## config.mk

```make
export PLATFORM = sky130hd
export DESIGN_NAME = uart_tx
export DESIGN_NICKNAME = d
export VERILOG_FILES = /design/src/rtl/uart_tx.sv
export SDC_FILE = /design/constraint.sdc
export NUM_CORES = 1
export LEC_CHECK = 0
export CORE_MARGIN = 1.5
export CORE_UTILIZATION = 35
export DETAILED_ROUTE_END_ITERATION = 8
export HOLD_SLACK_MARGIN = 0.12
export PLACE_DENSITY = 0.57
export SLEW_MARGIN = 10
export SYNTH_ARGS = -nofsm -noshare
export SYNTH_HDL_FRONTEND = slang
export SYNTH_SLANG_ARGS = --single-unit
export TNS_END_PERCENT = 100
```

## constraint.sdc

```tcl
create_clock -name clk -period 2.4 [get_ports clk]
set_clock_uncertainty 0.1 [all_clocks]
set_input_delay 0.48 -clock clk [delete_from_list [all_inputs] [get_ports clk]]
set_output_delay 0.48 -clock clk [all_outputs]
set_load 0.1 [all_outputs]
```

## src/rtl/uart_tx.sv

```systemverilog
// UART transmitter: frames a DATA_BITS payload with start, optional parity
// and STOP_BITS stop bits, advancing one bit per baud_tick strobe.
module uart_tx #(
    parameter int DATA_BITS = 8,
    parameter int PARITY    = 0,
    parameter int STOP_BITS = 1
) (
    input  logic                 clk,
    input  logic                 rst,
    input  logic                 baud_tick,
    input  logic [DATA_BITS-1:0] tx_data,
    input  logic                 tx_valid,
    output logic                 tx_ready,
    output logic                 tx,
    output logic                 busy,
    output logic                 frame_done
);

    localparam int CNT_W = $clog2(DATA_BITS) + 1;
    localparam logic [CNT_W-1:0] BIT_LAST  = CNT_W'(DATA_BITS - 1);
    localparam logic [1:0]       STOP_LAST = 2'(STOP_BITS - 1);

    typedef enum logic [2:0] {
        IDLE,
        SYNC,
        START,
        DATA,
        PAR,
        STOP
    } state_t;

    state_t               state, state_nxt;
    logic [DATA_BITS-1:0] shreg, shreg_nxt;
    logic [CNT_W-1:0]     bit_cnt, bit_cnt_nxt;
    logic [1:0]           stop_cnt, stop_cnt_nxt;
    logic                 par_bit, par_nxt;
    logic                 tx_nxt;
    logic                 done_nxt;

    // Parity of the payload: even mode sends the XOR, odd mode its inverse.
    function automatic logic calc_parity(input logic [DATA_BITS-1:0] d);
        if (PARITY == 1) begin
            return ~(^d);
        end
        return ^d;
    endfunction

    // State and datapath registers; reset wins over accept and baud_tick.
    always_ff @(posedge clk) begin
        if (rst) begin
            state    <= IDLE;
            shreg    <= '0;
            bit_cnt  <= '0;
            stop_cnt <= '0;
            par_bit  <= 1'b0;
            tx       <= 1'b1;
        end else begin
            state    <= state_nxt;
            shreg    <= shreg_nxt;
            bit_cnt  <= bit_cnt_nxt;
            stop_cnt <= stop_cnt_nxt;
            par_bit  <= par_nxt;
            tx       <= tx_nxt;
        end
    end

    // Next-state logic; tx is loaded with the level of the state being entered
    // so the line changes on the cycle after the tick that ends an interval.
    always_comb begin
        state_nxt    = state;
        shreg_nxt    = shreg;
        bit_cnt_nxt  = bit_cnt;
        stop_cnt_nxt = stop_cnt;
        par_nxt      = par_bit;
        tx_nxt       = tx;
        done_nxt     = 1'b0;
        case (state)
            IDLE: begin
                // A tick arriving with the accept is not consumed here; SYNC
                // waits for the next one so the start bit is a full interval.
                tx_nxt = 1'b1;
                if (tx_valid) begin
                    state_nxt    = SYNC;
                    shreg_nxt    = tx_data;
                    par_nxt      = calc_parity(tx_data);
                    bit_cnt_nxt  = '0;
                    stop_cnt_nxt = '0;
                end
            end
            SYNC: begin
                if (baud_tick) begin
                    state_nxt = START;
                    tx_nxt    = 1'b0;
                end
            end
            START: begin
                if (baud_tick) begin
                    state_nxt = DATA;
                    tx_nxt    = shreg[0];
                end
            end
            DATA: begin
                if (baud_tick) begin
                    if (bit_cnt == BIT_LAST) begin
                        bit_cnt_nxt = '0;
                        if (PARITY != 0) begin
                            state_nxt = PAR;
                            tx_nxt    = par_bit;
                        end else begin
                            state_nxt = STOP;
                            tx_nxt    = 1'b1;
                        end
                    end else begin
                        bit_cnt_nxt = bit_cnt + CNT_W'(1);
                        shreg_nxt   = {1'b0, shreg[DATA_BITS-1:1]};
                        tx_nxt      = shreg[1];
                    end
                end
            end
            PAR: begin
                if (baud_tick) begin
                    state_nxt = STOP;
                    tx_nxt    = 1'b1;
                end
            end
            STOP: begin
                if (baud_tick) begin
                    if (stop_cnt == STOP_LAST) begin
                        state_nxt    = IDLE;
                        stop_cnt_nxt = '0;
                        done_nxt     = 1'b1;
                    end else begin
                        stop_cnt_nxt = stop_cnt + 2'd1;
                    end
                end
            end
            default: begin
                state_nxt = IDLE;
                tx_nxt    = 1'b1;
            end
        endcase
    end

    // Status outputs are forced inactive while reset is asserted.
    always_comb begin
        tx_ready   = (state == IDLE) & ~rst;
        busy       = (state != IDLE) & ~rst;
        frame_done = done_nxt & ~rst;
    end

endmodule

```

# Word level (Yosys, flattened, before mapping)
# Index checks and enable logic that the tools add are counted.
[classes]
addsub = 2
n_eq_ne = 15
mux = 30
n_bitwise = 5
reduce_logical = 10
[ops]
columns = ["op", "count"]
rows = [
  ["2-to-1 mux 3 bit", 8],
  ["2-to-1 mux 8 bit", 3],
  ["inequality test 2 bit, second input constant", 9],
  ["case mux 3 bit (6 select lines)", 1],
  ["case mux 8 bit (2 select lines)", 1],
  ["2-to-1 mux 4 bit", 3],
  ["2-to-1 mux 1 bit", 8],
  ["case mux 4 bit (2 select lines)", 1],
  ["AND reduction 8 bit", 1],
  ["== test 3 x 2 -> 1 bit, second input constant", 2],
  ["== test 3 bit, second input constant", 2],
  ["2-to-1 mux 2 bit", 3],
  ["AND reduction 3 bit", 2],
  ["case mux 1 bit (5 select lines)", 1],
  ["AND reduction 5 bit", 1],
  ["adder 4 x 1 -> 4 bit, second input constant", 1],
  ["== test 4 x 3 -> 1 bit, second input constant", 1],
  ["case mux 2 bit (2 select lines)", 1],
  ["AND reduction 4 bit", 1],
  ["nonzero test 2 bit", 2],
  ["bitwise AND 1 bit", 3],
  ["== test 3 x 1 -> 1 bit, second input constant", 1],
  ["zero test 3 bit", 1],
  ["nonzero test 3 bit", 1],
  ["3 further kinds", 4],
]
[totals]
reg_bits = 18
inputBits = 12
output_inout_bits = 4
word_cells = 67

# Longest topological paths before layout
[logic_depth]
word_depth = 5
mapped_depth = 6
depth_no_buf = 6

# Least setup slack after synthesis
# Ideal clock, no wire load.
[synth_path]
kind = "in2out"
start = "in rst"
end = "out tx_ready"
t_arrival_ns = 3.489
t_required_ns = 1.820
path_slack_ns = -1.669
path_stages = 2
path_buffers = 1
cell_sequence = "clkbuf_1 -> nor4_1"
[synth_via]
elab_chain_cells = 2
[synth_lines]
columns = ["element", "line", "rtl"]
rows = [
  ["from (decl)", "9", "input logic rst,"],
  ["NOT 1 bit", "146", "tx_ready = (state == IDLE) & ~rst;"],
  ["bitwise AND 1 bit", "146", ""],
  ["to (decl)", "13", "output logic tx_ready,"],
]
# No other way between the ends.

# Worst setup path in the final report
[layout_path]
start = "reg state[1]"
end = "out frame_done"
[layout_via]
elab_chain_cells = 3
[layout_lines]
columns = ["element", "line", "rtl"]
rows = [
  ["from (decl)", "32", "state_t state, state_nxt;"],
  ["from (signal assigned)", "58", "state <= state_nxt;"],
  ["== test 3 bit", "77", "case (state)"],
  ["2-to-1 mux 1 bit", "77", ""],
  ["bitwise AND 1 bit", "148", "frame_done = done_nxt & ~rst;"],
  ["to (decl)", "16", "output logic frame_done"],
]
# No other way between the ends.

==> results_dict.tcl <==
set metrics [dict create \
    run_status "finished, final reports clean" \
    layout_commonest_cell "dfxtp_1" \
    yosysWarnings 0 \
    dp_hpwl_mm 1.78 \
    synth_top_area_share_pct 31.2 \
    hold_path_class "flop to flop" \
    max-slew-margin-rel_pct 59.9 \
    syn_area_um2 1150 \
    coreArea_um2 3100 \
    start_util_pct 37.2 \
    dpl-instance-area_um2 1410 \
    power_leakage_nw 0.602 \
    synthTopCellsByArea "dfxtp_1, mux2i_1, a21oi_1, nand2b_1, nor2_1" \
    slew_viol_final 0 \
    hold_viol 0 \
    detail-route-antenna-nets 0 \
    path_buf_inv 1 \
    path_class "flop to output pin" \
    die_x_um 60.4 \
    clockRootBuffer "clkbuf_4" \
    ys_seq_area_share_pct 31.2 \
    tritoncts "yes" \
    ir_drop_v 0.000236 \
    final_nets 171 \
    cts_sinks 18 \
    cts_resized 0 \
    clock_insertion_delay_worst_skew_ns 0.30 \
    drc 0 \
    critical-path-top-delay-family "flip-flops" \
    vias 1017 \
    yosysTopAreaCell "dfxtp_1" \
    gp_congestion 0.722 \
    rsz0062_at_grt "no" \
    antenna_cells 0 \
    area_delta_synth_final_pct 25.0 \
    portBuffers 15 \
    finalPower_mw 0.754 \
    worstPathRequired_ns 1.82 \
    fmax_ghz 0.446 \
    num_io_pins 16 \
    wire_per_inst_um 12.0 \
    row_count 20 \
    totalWireLength_mm 2.38 \
    dieArea_um2 3650 \
    cts_buffer_depth 2 \
    worstPathCellList "nand3b_1 > nor2_1 > and3_1 > buf_12" \
    drive_gt1_share_pct 16.1 \
    via_per_inst 5.11 \
    slowest_stage "dfxtp_1" \
    stdcell_area_um2 1440 \
    drtIter0Drc 37 \
    async_reset_ff_share_pct 0 \
    fin_crit_ns 2.24 \
    cts_buffers 3 \
    syn-num-nets 154 \
    clk_pin_slew_ns 0.10 \
    cp_max_fo 13 \
    cpPeakStageDelay_ns 0.72 \
    grt_pass1_vias 867 \
    post-route-period-util_pct 93.5 \
    synth_edf_count 0 \
    avgSynthCellArea_um2 8.31 \
    worstMarginPinSlew_ns 0.601 \
    fp.dieH_um 60.4 \
    power_density_nw_per_um2 523 \
    postSynthCellCount 139 \
    critPathCaptureType "output pin" \
    max-cap-violations 0 \
    grt_overflow 0 \
    critPathLaunchType "flop" \
    htree_levels 1 \
    layout_common_cells "dfxtp_1, nor2_1, a21oi_1" \
    grt_max_degree 17 \
    drtPass1Iterations 5 \
    grt_first_pass_wirelength_mm 3.92 \
    post-cts-setup-buffer-count 0 \
    cp.arrival_ns 1.66 \
    hold_ws_ns 0.377 \
    yosys_most_used_dff "dfxtp_1" \
    grt.total_usage_pct 14.3 \
    hold_buffers 0 \
    ys_ff_latch 18 \
    antenna_found_initial 0 \
    setup-violations-final 0 \
    timing.setup.tns_ns 0 \
    synth_cell_types 37 \
]
==> cell type report <==
class	instances	area, µm²
Sequential cell	18	360
Inverter	5	18.8
Fill cell	322	1660
Timing Repair Buffer	23	238
Tap cell	44	55.1
Clock buffer	4	36.3
Multi-Input combinational cell	105	736
==> metal layers <==
layer,up-vias,routed length (µm),GRT usage (%)
met5,-,0,0
met4,0,43,7.45
met1,463,1120,18.9
met3,4,63,1.92
li1,530,-,-
met2,20,1160,22.7
==> worst reg2reg max path, cell delays in order (launching register included) <==
cell and delay (ns):
dfxtp_1 0.72, nand3b_2 0.25, o21bai_2 0.42, a21oi_1 0.13, a22o_1 0.24
==> flip-flops by register name (all words and copies together), names as in the netlist <==
name and cells:
state 3, tx 1, stop_cnt 2, shreg 8, bit_cnt 4
==> cells in the mapped netlist (2+ instances only) <==
cell      number
nand3b_1       3
a21oi_1       17
nand2b_1      12
nor2_1        18
a31oi_1        2
a22o_1         7
o21ai_0        2
o32ai_1        2
nand3_1        2
dfxtp_1       18
nor2b_1        2
nor3_1         3
mux2i_1        9
clkbuf_1       7
inv_1          5
buf_4          2
nand2_1        5
ha_1           3
and3_1         2
==> path summary, 6_finish.rpt <==
kind                          from                     to  cells after the start  slack [ns]
max          state[1]$_SDFFE_PP0P_             frame_done                      4        0.16
min          shreg[6]$_SDFFE_PP0P_  shreg[6]$_SDFFE_PP0P_                      1        0.38
max reg2reg  state[1]$_SDFFE_PP0P_  shreg[6]$_SDFFE_PP0P_                      4        0.45
min reg2reg  shreg[6]$_SDFFE_PP0P_  shreg[6]$_SDFFE_PP0P_                      1        0.38
==> per-stage QoR <==
stage / worst slack, ns / util, % / std cells
floorplan: 0.0514 / - / 139
global placement: 0.265 / 45.4 / 195
detailed placement: 0.248 / 45.4 / 195
CTS: 0.140 / 46.5 / 199
global route: 0.0569 / 46.5 / 199
finish: 0.156 / 46.5 / 199
==> report_power, final <==
part           internal (mW)  switching [mW]
sequential             0.318          0.0200
clock                 0.0925           0.101
combinational          0.102           0.121
==> cell families after synthesis <==
logic type | synth area share (%)
buffers and inverters | 6.61
muxes | 7.80
adders and majority gates | 3.25
AOI/OAI and AO/OA | 23.7
DFF | 31.2
and+or+nand+nor | 27.4
Note: power is estimated with default switching activity, not from simulation.
